## src/rtl/acc_proc_core_pkg.sv

```systemverilog
// Shared definitions for the accumulator processor core.
// Contents: opcode encodings, FSM state encodings and small decode helpers
// used by both the top level and the ALU.
package acc_proc_core_pkg;

  // Opcodes occupy the low 5 bits of the opcode field; wider fields must
  // have their upper bits clear to be considered defined.
  localparam int OPC_BASE_W = 5;

  typedef enum logic [4:0] {
    OP_NOP   = 5'd0,
    OP_LDI   = 5'd1,
    OP_LDM   = 5'd2,
    OP_STM   = 5'd3,
    OP_MOVR  = 5'd4,
    OP_MOVA  = 5'd5,
    OP_LDAR  = 5'd6,
    OP_ADD   = 5'd7,
    OP_SUB   = 5'd8,
    OP_MUL   = 5'd9,
    OP_INC   = 5'd10,
    OP_CLR   = 5'd11,
    OP_INCAR = 5'd12,
    OP_JMP   = 5'd13,
    OP_JMPZ  = 5'd14,
    OP_JMPNZ = 5'd15,
    OP_HALT  = 5'd31
  } opcode_e;

  typedef enum logic [2:0] {
    ST_IDLE,
    ST_FETCH,
    ST_LOAD,
    ST_EXEC,
    ST_MEM,
    ST_HALTED
  } state_e;

  function automatic logic op_defined(input logic [OPC_BASE_W-1:0] op);
    return (op <= 5'd15) || (op == 5'd31);
  endfunction

  // Ops whose operand names a general register and must be range checked.
  function automatic logic op_uses_reg(input opcode_e op);
    return (op == OP_MOVR) || (op == OP_MOVA) || (op == OP_ADD) ||
           (op == OP_SUB)  || (op == OP_MUL);
  endfunction

  // Ops that produce a new accumulator value from the ALU (and update Z).
  function automatic logic op_writes_ac(input opcode_e op);
    return (op == OP_LDI) || (op == OP_MOVA) || (op == OP_ADD) ||
           (op == OP_SUB) || (op == OP_MUL)  || (op == OP_INC) ||
           (op == OP_CLR);
  endfunction

endpackage

```

## src/rtl/acc_proc_core_alu.sv

```systemverilog
// Combinational ALU for the accumulator core.
// Ports:
//   op     decoded opcode (illegal ops arrive here already mapped to NOP)
//   ac     current accumulator
//   rk     selected general register
//   imm    instruction operand
//   result new accumulator value (equals ac for ops that do not write AC)
//   zero   result == 0
module acc_proc_core_alu
  import acc_proc_core_pkg::*;
#(
  parameter int DATA_W = 12
) (
  input  opcode_e           op,
  input  logic [DATA_W-1:0] ac,
  input  logic [DATA_W-1:0] rk,
  input  logic [DATA_W-1:0] imm,
  output logic [DATA_W-1:0] result,
  output logic              zero
);

  // All arithmetic is naturally truncated to DATA_W, giving the wrapping
  // behaviour; MUL keeps only the low half of the product.
  always_comb begin
    result = ac;
    case (op)
      OP_LDI:  result = imm;
      OP_MOVA: result = rk;
      OP_ADD:  result = ac + rk;
      OP_SUB:  result = ac - rk;
      OP_MUL:  result = ac * rk;
      OP_INC:  result = ac + DATA_W'(1);
      OP_CLR:  result = '0;
      default: result = ac;
    endcase
  end

  assign zero = (result == '0);

endmodule

```

## src/rtl/acc_proc_core.sv

```systemverilog
// Parametrised accumulator processor core.
// Fetches {opcode, operand} words from a synchronous instruction memory and
// executes them on AC, AR, PC and NUM_GPR general registers. Data memory is
// accessed through a req/ack handshake of arbitrary latency.
// Ports:
//   clk, rst            clock, synchronous active-high reset
//   start               run from PC=0 (only in IDLE or HALTED)
//   im_addr / im_data   instruction memory (data valid one cycle after addr)
//   dm_req/we/addr/wdata/rdata/ack   data memory handshake
//   end_process         high while HALTED
//   illegal             sticky undefined-opcode / bad-register flag
//   ac_out              accumulator for debug
// OPC_W is expected to be at least 5.
module acc_proc_core
  import acc_proc_core_pkg::*;
#(
  parameter int DATA_W  = 12,
  parameter int ADDR_W  = 12,
  parameter int NUM_GPR = 4,
  parameter int OPC_W   = 5,
  localparam int INSTR_W = OPC_W + DATA_W
) (
  input  logic               clk,
  input  logic               rst,
  input  logic               start,
  output logic [ADDR_W-1:0]  im_addr,
  input  logic [INSTR_W-1:0] im_data,
  output logic               dm_req,
  output logic               dm_we,
  output logic [DATA_W-1:0]  dm_addr,
  output logic [DATA_W-1:0]  dm_wdata,
  input  logic [DATA_W-1:0]  dm_rdata,
  input  logic               dm_ack,
  output logic               end_process,
  output logic               illegal,
  output logic [DATA_W-1:0]  ac_out
);

  state_e              state, state_next;
  logic [ADDR_W-1:0]   pc;
  logic [INSTR_W-1:0]  ir;
  logic [DATA_W-1:0]   ac, ar;
  logic                z, illegal_q;
  logic [DATA_W-1:0]   gpr [NUM_GPR];

  logic [OPC_W-1:0]    opc;
  logic [DATA_W-1:0]   operand;
  opcode_e             op_dec;
  logic                op_ok, reg_ok;
  logic [DATA_W-1:0]   rk;
  logic [DATA_W-1:0]   alu_result;
  logic                alu_zero;

  assign opc     = ir[INSTR_W-1:DATA_W];
  assign operand = ir[DATA_W-1:0];

  // Decode. The register index is range checked against the whole operand,
  // so an index like 5 with four registers is flagged rather than aliased.
  // Anything undefined is turned into a NOP so it cannot change state.
  always_comb begin
    op_dec = OP_NOP;
    op_ok  = 1'b0;
    rk     = '0;
    reg_ok = (operand < DATA_W'(NUM_GPR));
    for (int i = 0; i < NUM_GPR; i++)
      if (operand == DATA_W'(i)) rk = gpr[i];
    if (((opc >> OPC_BASE_W) == '0) && op_defined(opc[OPC_BASE_W-1:0])) begin
      if (!op_uses_reg(opcode_e'(opc[OPC_BASE_W-1:0])) || reg_ok) begin
        op_dec = opcode_e'(opc[OPC_BASE_W-1:0]);
        op_ok  = 1'b1;
      end
    end
  end

  acc_proc_core_alu #(.DATA_W(DATA_W)) u_alu (
    .op     (op_dec),
    .ac     (ac),
    .rk     (rk),
    .imm    (operand),
    .result (alu_result),
    .zero   (alu_zero)
  );

  // State register.
  always_ff @(posedge clk) begin
    if (rst) state <= ST_IDLE;
    else     state <= state_next;
  end

  // Next-state logic. Memory ops stall in MEM until the ack arrives.
  always_comb begin
    state_next = state;
    case (state)
      ST_IDLE, ST_HALTED: if (start) state_next = ST_FETCH;
      ST_FETCH:           state_next = ST_LOAD;
      ST_LOAD:            state_next = ST_EXEC;
      ST_EXEC: begin
        if ((op_dec == OP_LDM) || (op_dec == OP_STM)) state_next = ST_MEM;
        else if (op_dec == OP_HALT)                   state_next = ST_HALTED;
        else                                          state_next = ST_FETCH;
      end
      ST_MEM:             if (dm_ack) state_next = ST_FETCH;
      default:            state_next = ST_IDLE;
    endcase
  end

  // Outputs are pure functions of state and registers, so a reset drops
  // dm_req in the cycle after it is sampled.
  always_comb begin
    im_addr     = pc;
    dm_req      = (state == ST_MEM);
    dm_we       = (state == ST_MEM) && (op_dec == OP_STM);
    dm_addr     = ar;
    dm_wdata    = ac;
    end_process = (state == ST_HALTED);
    illegal     = illegal_q;
    ac_out      = ac;
  end

  // Datapath. A jump in EXEC overrides the increment done in LOAD.
  always_ff @(posedge clk) begin
    if (rst) begin
      pc        <= '0;
      ir        <= '0;
      ac        <= '0;
      ar        <= '0;
      z         <= 1'b0;
      illegal_q <= 1'b0;
      for (int i = 0; i < NUM_GPR; i++) gpr[i] <= '0;
    end else begin
      case (state)
        ST_IDLE, ST_HALTED: if (start) pc <= '0;
        ST_LOAD: begin
          ir <= im_data;
          pc <= pc + ADDR_W'(1);
        end
        ST_EXEC: begin
          if (!op_ok) illegal_q <= 1'b1;
          if (op_writes_ac(op_dec)) begin
            ac <= alu_result;
            z  <= alu_zero;
          end
          case (op_dec)
            OP_MOVR:
              for (int i = 0; i < NUM_GPR; i++)
                if (operand == DATA_W'(i)) gpr[i] <= ac;
            OP_LDAR:  ar <= ac;
            OP_INCAR: ar <= ar + DATA_W'(1);
            OP_JMP:   pc <= ADDR_W'(operand);
            OP_JMPZ:  if (z)  pc <= ADDR_W'(operand);
            OP_JMPNZ: if (!z) pc <= ADDR_W'(operand);
            default: ;
          endcase
        end
        ST_MEM: begin
          if (dm_ack && (op_dec == OP_LDM)) begin
            ac <= dm_rdata;
            z  <= (dm_rdata == '0);
          end
        end
        default: ;
      endcase
    end
  end

endmodule

```

## config.mk

```make
export PLATFORM = sky130hd
export DESIGN_NAME = acc_proc_core
export DESIGN_NICKNAME = d
export VERILOG_FILES = /design/src/rtl/acc_proc_core_pkg.sv /design/src/rtl/acc_proc_core_alu.sv /design/src/rtl/acc_proc_core.sv
export SDC_FILE = /design/constraint.sdc
export NUM_CORES = 1
export LEC_CHECK = 0
export ABC_AREA = 1
export CELL_PAD_IN_SITES_DETAIL_PLACEMENT = 2
export CELL_PAD_IN_SITES_GLOBAL_PLACEMENT = 2
export CORE_MARGIN = 2
export CORE_UTILIZATION = 34
export DETAILED_ROUTE_END_ITERATION = 16
export MAX_ROUTING_LAYER = met4
export PLACE_DENSITY_LB_ADDON = 0.3
export RECOVER_POWER = 50
export SKIP_LAST_GASP = 1
export SLEW_MARGIN = 30
export SYNTH_ARGS = -nofsm -noshare
export SYNTH_HDL_FRONTEND = slang
export SYNTH_SLANG_ARGS = --single-unit
export TNS_END_PERCENT = 100
```

## constraint.sdc

```tcl
create_clock -name clk -period 7.15 [get_ports clk]
set_input_delay 1.0725 -clock clk [delete_from_list [all_inputs] [get_ports clk]]
set_output_delay 1.0725 -clock clk [all_outputs]
set_load 0.005 [all_outputs]
```

==> impl_metrics.tcl, run 1 <==
set metrics [dict create \
    outcome "complete, but fails checks" \
    violations "max-capacitance violations, max-slew violations" \
    maxCapViolations 1 \
    syn_avg_cell_area_um2 7.074 \
    drive_above_1_share 0.07216 \
    cts.sinks 106 \
    wire_per_inst_um 22.25 \
    htree_levels 3 \
    core_mm2 0.02680 \
    clk_pin_slew_ns 0.10 \
    synth-async-reset-ratio 0 \
    hold_ws_ns 0.5070 \
    grt_pass1_vias 10170 \
    num_vias 9441 \
    synth_edf_count 48 \
    place_hpwl_um 29630 \
    path_class "register to register" \
    hold_violations 0 \
    area_growth_pct 16.28 \
    grt_pass1_wl_um 59120 \
    first_iter_violations 472 \
    worstSkewPairLatency_ns 0.38 \
    period_share 0.9425 \
    grt_max_degree 48 \
    hold_class "register to register" \
    crit_arrival_ns 6.99 \
    overflow 0 \
    placement.io_buffers 84 \
    p_sw_uw 854.3 \
    min_period_ns 6.739 \
    die_y_um 168.7 \
    synth_area_mm2 0.009218 \
    cts_tree "done" \
    final_common_cell "nand2_1" \
    yosys_register_bits 106 \
    drt-met1-wl_um 17410 \
    synthFlopType "dfxtp_1" \
    worstMarginPinSlew_ns 1.871 \
    switching_share 0.4270 \
    holdBufCountCts 0 \
    wl_met2_um 18600 \
    die_x_um 168.7 \
    critPathSlowestCell "fa_1" \
    cts_buffers 9 \
    cts_root_buf "clkbuf_16" \
    fin_nets 1483 \
    drt-total-wl_um 38110 \
    final_cell_mix "nand2_1, inv_1, nor2_1, o21ai_0, a21oi_1" \
    cp-end-kind "register" \
    grt_usage 0.2802 \
    cts_buffer_depth 2 \
    skew_ns 0.02521 \
    ant_nets 0 \
    finish.utilization 0.3999 \
    cp_max_fo 16 \
    combPwrFrac 0.377 \
    synth_nets 1419 \
    fillerInstances 3197 \
    clkPwrFrac 0.272 \
    globalplace.congestion 0.9429 \
    leakagePower_nw 4.672 \
    viasPerCell 5.511 \
    final.setup.tns_ns 0 \
    die_area_mm2 0.02844 \
    slew_viol_final 45 \
    ys_warn_count 0 \
    pwr-share-seq 0.351 \
    multiInputGateArea_mm2 0.005523 \
    path_common_cell "nand2_1" \
    fmax_mhz 148.4 \
    top_layer "met4" \
    setup-violations-final 0 \
    cp-start-kind "register" \
    antenna_found_initial 0 \
    slowest_delay_ns 0.57 \
    antennaDiodeCount 0 \
    synth.distinct_cells 52 \
    synthCells 1303 \
    regArea_mm2 0.002603 \
    met3_wirelength_um 1339 \
    internal-power_mw 1.146 \
    slew_headroom -0.2474 \
    p_per_area_mw_per_mm2 186.7 \
    dr.pass1.iters 5 \
    crit_required_ns 7.40 \
    rows 60 \
    seq_area_frac_synth 0.2823 \
    drc 0 \
    io_pins 85 \
    vdd_drop_max_mv 0.1065 \
    start_util 0.3439 \
]
## kinds of logic after synthesis
kind of cell / count (synthesis) / synth area share
fa+ha+maj: 83 / 0.1452
buf+inv: 277 / 0.1220
flops: 106 / 0.2823
xor+xnor: 17 / 0.01615
simple gates: 566 / 0.2685
compound gates: 254 / 0.1657
## Yosys cell counts (all sizes together), types with 18 or more instances
library cell | number | area (um2)
fa | 40 | 800.8
nor2 | 155 | 626.8
ha | 43 | 538.0
dfxtp | 58 | 1161
o21ai | 102 | 521.8
nand4 | 27 | 183.9
nor3 | 18 | 111.4
a21oi | 81 | 405.4
inv | 216 | 813.3
clkbuf | 33 | 123.9
nand2 | 267 | 1025
edfxtp | 48 | 1441
nand3 | 77 | 385.4
buf | 26 | 180.2
## registers in the layout (all words and copies together) (netlist names)
signal   flops
z            1
im_addr     12
illegal      1
ac_out      12
state        3
ir          17
gpr         48
dm_addr     12
## power groups by stage
stage	combinational, mW	clock [mW]	sequential [mW]
after floorplan	0.457	0	0.707
after global placement	0.696	0	0.713
after detailed placement	0.719	0	0.716
after CTS	0.729	0.547	0.703
after global routing	0.823	0.564	0.708
final	0.755	0.544	0.703
## critical path, delay by kind of cell, from the launching register on
kind	cells	cell delay (ns)
xor gates and xnor gates	1	0.23
and+or+nand+nor	15	1.90
DFF	1	0.36
AOI/OAI and AO/OA	6	1.06
buffers and inverters	4	0.60
adders and majority gates	5	2.46
## area by class of cell
class | count | area share
multi-input cells | 920 | 0.5153
flip-flops and latches | 106 | 0.2428
clock buffers | 9 | 0.02101
repair buffers | 112 | 0.09678
clock inverters | 7 | 0.007004
inverters | 218 | 0.07728
well taps | 341 | 0.03981
## what timing repair did
| action | in CTS | in global routing |
|---|---|---|
| setup endpoints to repair | 0 | 4 |
| buffers inserted | 0 | 3 |
| gates resized for setup | 0 | 15 |
## through the flow
step | total power, mW | cell area, um2 | worst slack (ns) | std cells
after global routing | 2.095 | 10720 | -0.008576 | 1713
after floorplan | 1.164 | 9218 | 1.324 | 1303
final | 2.001 | 10720 | 0.4110 | 1713
after global placement | 1.409 | 10370 | 0.5458 | 1694
after CTS | 1.980 | 10670 | 0.1534 | 1710
after detailed placement | 1.436 | 10370 | 0.2554 | 1694
## per-layer routing
metal,vias to the layer above,GRT usage
met4,0,0.06634
met1,4798,0.3628
met3,55,0.02759
li1,4385,-
met5,-,-
met2,203,0.4749
## final timing paths
kind / start / endpoint / cells after the start / slack (ns)
hold reg to reg: im_addr[11] / im_addr[11] / 2 / 0.51
setup reg to reg: ir[8] / z / 31 / 0.41
setup / recovery: ir[8] / z / 31 / 0.41
hold / removal: im_addr[11] / im_addr[11] / 2 / 0.51
Power figures use the tool's default switching activity.
==> inputs of run 2 (changes only) <==
CORE_ASPECT_RATIO = 0.75   (was unset)
CTS_CLUSTER_DIAMETER = 30   (was unset)
==> run 2 against run 1 <==
The flow still finishes with violations (max-capacitance violations, max-slew violations). Final cell count grew 1.3%. Via count up 0.97%. Wire length rose by 2.5%. Clock skew is 0.010 ns lower. Die area about the same. Core utilization up 0.47 points.
==> impl_metrics.tcl, run 2 (synthesis gave the netlist of run 1 again) <==
set metrics [dict create \
    reg2reg_from "ir[7]" \
    drive_above_1_share 0.07798 \
    antennaDiodeCount 0 \
    area_growth_pct 17.66 \
    path_common_cell "nand2_1" \
    globalplace.congestion 0.9235 \
    min-delay-start "state[0]" \
    period_share 0.9499 \
    fillerInstances 3217 \
    grt_pass1_wl_um 59920 \
    placement.io_buffers 84 \
    rows 52 \
    cts_buffer_depth 2 \
    grt_usage 0.2829 \
    violations "max-capacitance violations, max-slew violations" \
    cp_max_fo 5 \
    largest_reg_flops 48 \
    worstSkewPairLatency_ns 0.37 \
    slew_headroom -0.1487 \
    hold_ws_ns 0.5127 \
    reg2reg_to "ac_out[11]" \
    die_y_um 146.6 \
    setup-violations-final 0 \
    core_mm2 0.02681 \
    reg.largest.list "gpr: 48 flops, ir: 17 flops" \
    place_hpwl_um 30610 \
    slew_viol_final 41 \
    min_path_cells 2 \
    finalWorstSetupSlack_ns 0.3581 \
    pre_cts_slack_ns 0.1891 \
    outcome "complete, but fails checks" \
    hold_violations 0 \
    die_x_um 194.1 \
    cts_tree "done" \
    wire_per_inst_um 22.50 \
    finish.utilization 0.4046 \
    grt_pass1_vias 10250 \
    overflow 0 \
    crit_required_ns 7.39 \
    p_per_area_mw_per_mm2 188.6 \
    first_iter_violations 662 \
    antenna_found_initial 0 \
    cp-start-kind "register" \
    path_class "register to register" \
    min_period_ns 6.792 \
    skew_ns 0.01514 \
    io_pins 85 \
    drc 0 \
    final_cell_mix "nand2_1, inv_1, nor2_1, o21ai_0, a21oi_1" \
    min_to "state[0]" \
    top_register "gpr" \
    die_area_mm2 0.02846 \
    hold_class "register to register" \
    cts.sinks 106 \
    r2r_cells 39 \
    clk_pin_slew_ns 0.08 \
    leakagePower_nw 4.744 \
    drt-total-wl_um 39060 \
    fmax_mhz 147.2 \
    worstMarginPinSlew_ns 1.723 \
    num_vias 9533 \
    vdd_drop_max_mv 0.1119 \
    htree_levels 3 \
    maxCapViolations 1 \
    crit_arrival_ns 7.03 \
    regToRegSetupSlack_ns 0.36 \
    grt_max_degree 48 \
    final_common_cell "nand2_1" \
    viasPerCell 5.491 \
    holdBufCountCts 0 \
    ant_nets 0 \
    cts_buffers 9 \
    dr.pass1.iters 5 \
    fin_nets 1496 \
    cp-end-kind "register" \
    critPathSlowestCell "fa_1" \
    start_util 0.3439 \
    slowest_delay_ns 0.56 \
    cts_root_buf "clkbuf_16" \
]
[run 2: power breakdown]
group	leakage [nW]	switching, mW	internal, mW
clock network	0.150	0.248	0.288
registers	0.967	0.0344	0.669
logic	3.63	0.552	0.254
total	4.74	0.835	1.21
[run 2: worst max-delay path, delay by kind of cell, from the launching register on]
family | cells | cell delay [ns]
buf+inv | 9 | 0.71
flops | 1 | 0.34
fa+ha+maj | 6 | 2.95
compound gates | 3 | 0.27
xor+xnor | 1 | 0.25
simple gates | 20 | 2.11
[run 2: through the flow]
step | TNS (ns) | instance area, um2 | total power, mW | cells
after floorplan | 0 | 9218 | 1.164 | 1303
after CTS | 0 | 10740 | 1.993 | 1725
final | 0 | 10850 | 2.046 | 1736
after global routing | -0.05047 | 10850 | 2.153 | 1736
after detailed placement | 0 | 10420 | 1.452 | 1709
after global placement | 0 | 10420 | 1.422 | 1709
[run 2: cell type report]
cell class | count | area [um2] | share of cell area
Multi-Input combinational cell | 921 | 5527 | 0.5096
Tap cell | 351 | 439.2 | 0.04049
Clock inverter | 2 | 16.27 | 0.001500
Inverter | 218 | 828.3 | 0.07637
Clock buffer | 14 | 295.3 | 0.02723
Sequential cell | 106 | 2603 | 0.2400
Timing Repair Buffer | 124 | 1137 | 0.1049
[run 2: how the worst max path moves through the flow]
stage	end	from	cells after the start	slack, ns
after floorplan	ac_out[11]	ir[8]	36	1.32
after global placement	ac_out[11]	ir[8]	38	0.58
after detailed placement	ac_out[11]	ir[8]	38	0.19
after CTS	ac_out[11]	ir[8]	38	0.16
after global routing	ac_out[11]	ir[8]	39	-0.05
final	ac_out[11]	ir[7]	39	0.36
[run 2: what timing repair did]
action,4_1_cts,5_1_grt
setup buffers,0,9
setup endpoints to repair,0,4
resized for setup,0,17
[run 2: metal layers]
metal	GRT usage	vias up	part of all wire
met1	0.3896	4756	0.48
met2	0.4290	305	0.44
met4	0.06250	0	0.019
li1	-	4416	-
met5	-	-	0
met3	0.05683	56	0.061
==> inputs of run 3 (changes only) <==
TNS_END_PERCENT = 20   (was 100)
==> results of run 3 <==
Same layout as run 2: the final DEF is identical, and so are final timing and power.
